==> src/rtl/ann_stream_loader.sv <==
// Byte-stream front end for the weight_layers ANN core: decodes weight frames into per-row
// train writes and input frames into an inference launch, then holds the one-hot result.
module ann_stream_loader #(
  parameter int unsigned layers                = 2,
  parameter int unsigned datawidth             = 8,
  parameter int unsigned rows [layers]         = '{2, 2},
  parameter int unsigned cols [layers]         = '{3, 2},
  parameter int unsigned max_rows              = 2,
  parameter int unsigned max_cols              = 3,
  parameter int unsigned timeout_cycles        = 1023,
  localparam int unsigned LayerW = (layers > 1) ? $clog2(layers) : 1,
  localparam int unsigned RowW   = (max_rows > 1) ? $clog2(max_rows) : 1,
  localparam int unsigned ColW   = (max_cols > 1) ? $clog2(max_cols) : 1,
  localparam int unsigned WaitW  = $clog2(timeout_cycles + 1)
) (
  input  logic                            clk,
  input  logic                            rst_overall_n,
  input  logic [datawidth-1:0]            s_data,
  input  logic                            s_valid,
  output logic                            s_ready,
  output logic                            rst_vals,
  output logic                            train,
  output logic [LayerW-1:0]               train_layer_select,
  output logic [RowW-1:0]                 row_sel,
  output logic [max_cols*datawidth-1:0]   weight_update,
  output logic [max_rows*2*datawidth-1:0] bias_updates,
  output logic [cols[0]*datawidth-1:0]    input_values,
  output logic                            en,
  output logic                            input_loaded,
  input  logic                            core_final_done,
  input  logic [rows[layers-1]-1:0]       core_final_out,
  output logic [rows[layers-1]-1:0]       result_onehot,
  output logic                            result_valid,
  input  logic                            result_ready,
  output logic                            err
);

  typedef enum logic [2:0] {
    StIdle, StWCollect, StWWrite, StICollect, StLaunch, StWaitDone, StResult
  } state_e;

  state_e                state_q;
  logic [LayerW-1:0]     layer_q;
  logic [RowW-1:0]       row_q;
  logic [ColW-1:0]       col_q;
  logic [WaitW-1:0]      wait_q;
  logic [datawidth-1:0]  row_buf_q [max_cols];
  logic [max_cols*datawidth-1:0] row_word;
  logic                  accept;
  logic                  last_col, last_row, last_layer, last_input;

  assign s_ready      = (state_q == StIdle) || (state_q == StWCollect) || (state_q == StICollect);
  assign accept       = s_valid && s_ready;
  assign bias_updates = '0;

  assign last_col   = (col_q == ColW'(cols[layer_q] - 1));
  assign last_row   = (row_q == RowW'(rows[layer_q] - 1));
  assign last_layer = (layer_q == LayerW'(layers - 1));
  assign last_input = (col_q == ColW'(cols[0] - 1));

  // Completed row including the byte being accepted now; columns beyond this layer stay zero.
  always_comb begin
    row_word = '0;
    for (int c = 0; c < int'(max_cols); c++) begin
      if (c < int'(cols[layer_q])) begin
        row_word[c*datawidth +: datawidth] = (ColW'(c) == col_q) ? s_data : row_buf_q[c];
      end
    end
  end

  always_ff @(posedge clk or negedge rst_overall_n) begin
    if (!rst_overall_n) begin
      state_q            <= StIdle;
      layer_q            <= '0;
      row_q              <= '0;
      col_q              <= '0;
      wait_q             <= '0;
      for (int c = 0; c < int'(max_cols); c++) row_buf_q[c] <= '0;
      rst_vals           <= 1'b0;
      train              <= 1'b0;
      train_layer_select <= '0;
      row_sel            <= '0;
      weight_update      <= '0;
      input_values       <= '0;
      en                 <= 1'b0;
      input_loaded       <= 1'b0;
      result_onehot      <= '0;
      result_valid       <= 1'b0;
      err                <= 1'b0;
    end else begin
      rst_vals     <= 1'b0;
      train        <= 1'b0;
      en           <= 1'b0;
      input_loaded <= 1'b0;
      unique case (state_q)
        StIdle: begin
          if (accept) begin
            if (s_data == datawidth'(1)) begin
              rst_vals <= 1'b1;
              layer_q  <= '0;
              row_q    <= '0;
              col_q    <= '0;
              for (int c = 0; c < int'(max_cols); c++) row_buf_q[c] <= '0;
              state_q  <= StWCollect;
            end else if (s_data == datawidth'(2)) begin
              col_q   <= '0;
              state_q <= StICollect;
            end else begin
              err <= 1'b1;
            end
          end
        end
        StWCollect: begin
          if (accept) begin
            row_buf_q[col_q] <= s_data;
            if (last_col) begin
              train              <= 1'b1;
              train_layer_select <= layer_q;
              row_sel            <= row_q;
              weight_update      <= row_word;
              state_q            <= StWWrite;
            end else begin
              col_q <= col_q + ColW'(1);
            end
          end
        end
        StWWrite: begin
          col_q <= '0;
          for (int c = 0; c < int'(max_cols); c++) row_buf_q[c] <= '0;
          if (last_row) begin
            row_q <= '0;
            if (last_layer) begin
              layer_q <= '0;
              state_q <= StIdle;
            end else begin
              layer_q <= layer_q + LayerW'(1);
              state_q <= StWCollect;
            end
          end else begin
            row_q   <= row_q + RowW'(1);
            state_q <= StWCollect;
          end
        end
        StICollect: begin
          if (accept) begin
            input_values[int'(col_q)*datawidth +: datawidth] <= s_data;
            if (last_input) begin
              en           <= 1'b1;
              input_loaded <= 1'b1;
              state_q      <= StLaunch;
            end else begin
              col_q <= col_q + ColW'(1);
            end
          end
        end
        StLaunch: begin
          wait_q  <= '0;
          state_q <= StWaitDone;
        end
        StWaitDone: begin
          if (core_final_done) begin
            result_onehot <= core_final_out;
            result_valid  <= 1'b1;
            state_q       <= StResult;
          end else if (wait_q == WaitW'(timeout_cycles - 1)) begin
            err     <= 1'b1;
            state_q <= StIdle;
          end else begin
            wait_q <= wait_q + WaitW'(1);
          end
        end
        StResult: begin
          if (result_ready) begin
            result_valid <= 1'b0;
            state_q      <= StIdle;
          end
        end
        default: state_q <= StIdle;
      endcase
    end
  end

endmodule

==> config.mk <==
export PLATFORM = sky130hd
export DESIGN_NAME = ann_stream_loader
export DESIGN_NICKNAME = d
export VERILOG_FILES = /design/src/rtl/ann_stream_loader.sv
export SDC_FILE = /design/constraint.sdc
export NUM_CORES = 1
export LEC_CHECK = 0
export CAP_MARGIN = 20
export CORE_MARGIN = 3
export CORE_UTILIZATION = 51
export CTS_CLUSTER_SIZE = 25
export DETAILED_ROUTE_END_ITERATION = 8
export PLACE_DENSITY_LB_ADDON = 0.05
export SETUP_SLACK_MARGIN = 0.15
export SLEW_MARGIN = 25
export SYNTH_ARGS = -nofsm -noshare
export SYNTH_HDL_FRONTEND = slang
export SYNTH_SLANG_ARGS = --single-unit
export TNS_END_PERCENT = 1
==> constraint.sdc <==
create_clock -name clk -period 2.8 [get_ports clk]
set_input_delay 0.42 -clock clk [delete_from_list [all_inputs] [get_ports clk]]
set_output_delay 0.42 -clock clk [all_outputs]
set_load 0.03 [all_outputs]
==> metrics.txt <==
# TYPE chip_impl_metric gauge
chip_impl_metric{name="route.detailed.wl_per_inst",unit="µm"} 16.8
chip_impl_metric{name="placed_cell_area",unit="µm²"} 5570
chip_impl_metric{name="fill_cells",unit=""} 726
chip_impl_info{name="crit_path_start_kind",value="input port"} 1
chip_impl_metric{name="synth.lib_cells_used.distinct",unit=""} 46
chip_impl_metric{name="setup_ws",unit="ns"} 0.285
chip_impl_metric{name="required",unit="ns"} 3.05
chip_impl_metric{name="grt_pass1_wl",unit="mm"} 17.4
chip_impl_metric{name="post_cts_resize_count",unit=""} 0
chip_impl_metric{name="synth.yosys.warnings",unit=""} 0
chip_impl_metric{name="numPlacedInstances",unit=""} 625
chip_impl_metric{name="routed-wl-met3",unit="µm"} 592
chip_impl_metric{name="placement_rows",unit=""} 34
chip_impl_metric{name="crit_path_time_final",unit="ns"} 2.51
chip_impl_metric{name="synth-seq-cells",unit=""} 98
chip_impl_info{name="post_synth_main_area_contributors",value="dfrtp_1 51%, mux2_2 8.9%, buf_4 5.1%"} 1
chip_impl_metric{name="p_leak",unit="nW"} 2.64
chip_impl_metric{name="fp.coreArea",unit="µm²"} 8930
chip_impl_metric{name="clk-insertion-delay-late",unit="ns"} 0.36
chip_impl_metric{name="fp.dieArea",unit="µm²"} 10600
chip_impl_metric{name="synth_enable_flop_cells",unit=""} 0
chip_impl_metric{name="netlist_area",unit="µm²"} 4820
chip_impl_info{name="worst_r2r_startpoint",value="col_q[0]"} 1
chip_impl_metric{name="stdcell_count",unit=""} 641
chip_impl_info{name="grt_setup_unrepaired",value="no"} 1
chip_impl_metric{name="post-synth-top-area-fraction",unit=""} 0.509
chip_impl_metric{name="rel_slew_slack",unit=""} 0.437
chip_impl_metric{name="cap_viol_max_count",unit=""} 0
chip_impl_metric{name="hold_viol_final",unit=""} 0
chip_impl_metric{name="pre_cts_ws",unit="ns"} -0.138
chip_impl_info{name="run_status",value="finished, final reports clean"} 1
chip_impl_metric{name="dp_wirelength",unit="mm"} 7.49
chip_impl_metric{name="drcViolationCount",unit=""} 0
chip_impl_metric{name="clock-sinks",unit=""} 98
chip_impl_info{name="synth_area_leader_cell",value="dfrtp_1"} 1
chip_impl_metric{name="pwr_density_cell",unit="nW/µm²"} 1020
chip_impl_metric{name="vdd.ir_drop.worst",unit="µV"} 519
chip_impl_metric{name="grtUsageTotal",unit=""} 0.211
chip_impl_metric{name="fin_nets",unit=""} 551
chip_impl_metric{name="antenna_found_initial",unit=""} 0
chip_impl_metric{name="critical_path_peak_fanout",unit=""} 8
chip_impl_metric{name="floorplan.initialDensity",unit=""} 0.539
chip_impl_metric{name="hold_buffers",unit=""} 0
chip_impl_metric{name="ios",unit=""} 106
chip_impl_metric{name="wl_met1",unit="mm"} 5.07
chip_impl_metric{name="cts_setup_buffers",unit=""} 0
chip_impl_metric{name="final_design_area_no_fill",unit="µm²"} 5790
chip_impl_metric{name="ys_seq_area_frac",unit=""} 0.509
chip_impl_metric{name="r2r.worst_path.cells",unit=""} 5
chip_impl_metric{name="vias",unit=""} 3489
chip_impl_metric{name="synthesis_to_finish_area_growth",unit="%"} 20.2
chip_impl_metric{name="buffer_ports.inserted",unit=""} 73
chip_impl_metric{name="slew_viol_final",unit=""} 0
chip_impl_metric{name="total_length_of_routed_met2_wires",unit="mm"} 4.89
chip_impl_metric{name="max_freq",unit="MHz"} 398
chip_impl_info{name="synth-main-ff-cell",value="dfrtp_1"} 1
chip_impl_metric{name="fin_worst_skew",unit="ns"} 0.00698
chip_impl_info{name="leading_cell_types_by_count_after_synthesis",value="98 x dfrtp_1, 62 x nand2_1, 38 x mux2_2, 33 x buf_4, 31 x o21ai_0"} 1
chip_impl_metric{name="setup_viol",unit=""} 0
chip_impl_metric{name="syn_inst",unit=""} 457
chip_impl_metric{name="antenna_cells_inserted",unit=""} 0
chip_impl_metric{name="drive_above_1_share",unit=""} 0.152
chip_impl_info{name="crit_type",value="input port to register"} 1
chip_impl_metric{name="routed_wl",unit="mm"} 10.7
chip_impl_metric{name="via_count_of_the_first_global_routing_pass",unit=""} 3259
chip_impl_metric{name="cts.clk_slew.worst_paths",unit="ns"} 0.10
chip_impl_metric{name="die_y",unit="µm"} 103
chip_impl_info{name="highest-signal-layer",value="met4"} 1
chip_impl_metric{name="grt_max_degree",unit=""} 77
chip_impl_info{name="r2r_end",value="input_values[14]"} 1
chip_impl_metric{name="drt_first_iter_violations",unit=""} 252
chip_impl_metric{name="worst_pin_slew",unit="ns"} 0.842
chip_impl_metric{name="chipWidth",unit="µm"} 103
chip_impl_info{name="clock_tree_from_tritoncts",value="done"} 1
chip_impl_metric{name="cts.path.max_buffers",unit=""} 2
chip_impl_metric{name="place.gp.congestion",unit=""} 0.897
chip_impl_metric{name="cts_max_level",unit=""} 3
chip_impl_metric{name="overflow",unit=""} 0
chip_impl_info{name="timing.critical_path.to_type",value="register"} 1
chip_impl_metric{name="flop2flop_setup_slack",unit="ns"} 0.52
chip_impl_metric{name="ant_nets",unit=""} 0
chip_impl_metric{name="finalCritPeriodShare",unit=""} 0.898
chip_impl_metric{name="synthesis.area_per_instance",unit="µm²"} 10.5
chip_impl_metric{name="drtPass1Iterations",unit=""} 4
chip_impl_metric{name="numCtsBuffers",unit=""} 9
chip_impl_info{name="hp-class",value="input port to asynchronous set/reset pin"} 1
chip_impl_metric{name="vias_per_cell",unit=""} 5.44
chip_impl_metric{name="ys_async_sr_fraction",unit=""} 1.00
chip_impl_metric{name="arrival_time_of_the_worst_setup_path",unit="ns"} 2.76
chip_impl_info{name="clockRootBuffer",value="clkbuf_8"} 1
chip_impl_info{name="yosysMostFrequentCell",value="dfrtp_1"} 1
[logic make-up after synthesis]
| kind of cell | after synthesis | synth area share |
|---|---|---|
| simple gates | 129 | 0.127 |
| flops | 98 | 0.509 |
| compound gates | 85 | 0.126 |
| buf+inv | 78 | 0.0883 |
| mux | 50 | 0.114 |
| fa+ha+maj | 8 | 0.0208 |
| xor+xnor | 8 | 0.0145 |
| other cells | 1 | 0.000779 |
[metal layers]
metal | global-route usage | vias to the layer above
met5 | 0 | -
met2 | 0.307 | 121
met1 | 0.326 | 1690
li1 | - | 1664
met4 | 0.0727 | 0
met3 | 0.0282 | 14
[worst max path at each step]
stage               startpoint             to  slack [ns]  cells past startpoint
global placement     s_data[2]  row_buf_q[18]       -0.13                      6
finish               s_data[2]  row_buf_q[22]        0.29                      6
detailed placement   s_data[2]  row_buf_q[20]       -0.14                      6
floorplan            s_data[3]  row_buf_q[16]        0.33                      6
global route         s_data[2]  row_buf_q[20]        0.22                      6
CTS                  s_data[2]  row_buf_q[20]        0.22                      6
[worst max-delay path, stage by stage]
cell and delay, ns:
clkdlybuf4s50_1 0.49, or4_4 0.57, or4_4 0.52, a311oi_4 0.32, o21ai_2 0.19, a32o_1 0.25
[report_power, final]
part	switching [W]	leakage (nW)	internal, W
registers	0.000358	1.33	0.00184
logic	0.00158	1.21	0.00116
clock network	0.000495	0.102	0.000465
[final cells by class]
type | count | area (µm²) | share of cell area
flip-flops and latches | 98 | 2450 | 0.424
inverters | 15 | 56.3 | 0.00973
well taps | 108 | 135 | 0.0234
clock inverters | 5 | 62.6 | 0.0108
repair buffers | 92 | 875 | 0.151
clock buffers | 11 | 151 | 0.0262
multi-input cells | 312 | 2050 | 0.355
[registers in the layout, indices dropped and copies added, names as in the netlist]
signal              count
rst_vals                1
train                   1
result_valid            1
input_values           24
state_q                 3
row_buf_q              24
err                     1
row_sel                 1
result_onehot           2
input_loaded            1
row_q                   1
wait_q                 10
weight_update          24
last_layer              1
train_layer_select      1
col_q                   2
[per-stage QoR]
step	hold WS [ns]	util	setup TNS, ns	total power [W]
floorplan	0.124	-	0	0.00399
global placement	0.449	0.623	-2.70	0.00489
detailed placement	0.459	0.623	-2.75	0.00496
CTS	0.240	0.647	0	0.00593
global route	0.114	0.648	0	0.00627
finish	0.0677	0.648	0	0.00590
[cells in the final DEF (no fill, tap or decap), types with 2 or more instances in the layout]
cell type	netlist	layout
a22o_1	16	16
buf_4	33	19
nor3b_1	3	3
clkinvlp_4	0	2
clkdlybuf4s50_1	0	72
nor2b_1	2	2
o21ai_2	3	3
dfrtp_1	98	98
o21ai_0	31	31
conb_1	1	32
mux2_2	38	38
and2_1	5	5
nor3_1	2	2
a21oi_1	6	6
clkbuf_8	0	11
inv_1	14	14
mux2i_1	12	12
ha_1	8	8
and3_1	8	8
nand3_1	2	2
clkinv_4	0	2
nand4_1	7	7
nand3b_1	2	2
o31ai_1	8	8
or4_4	2	2
xor2_1	8	8
a31oi_1	4	4
nand2_1	62	62
nor2_1	25	25
a211oi_1	2	2
nand2b_1	3	3
a32o_1	8	8
Note: power is estimated with default switching activity, not from simulation.
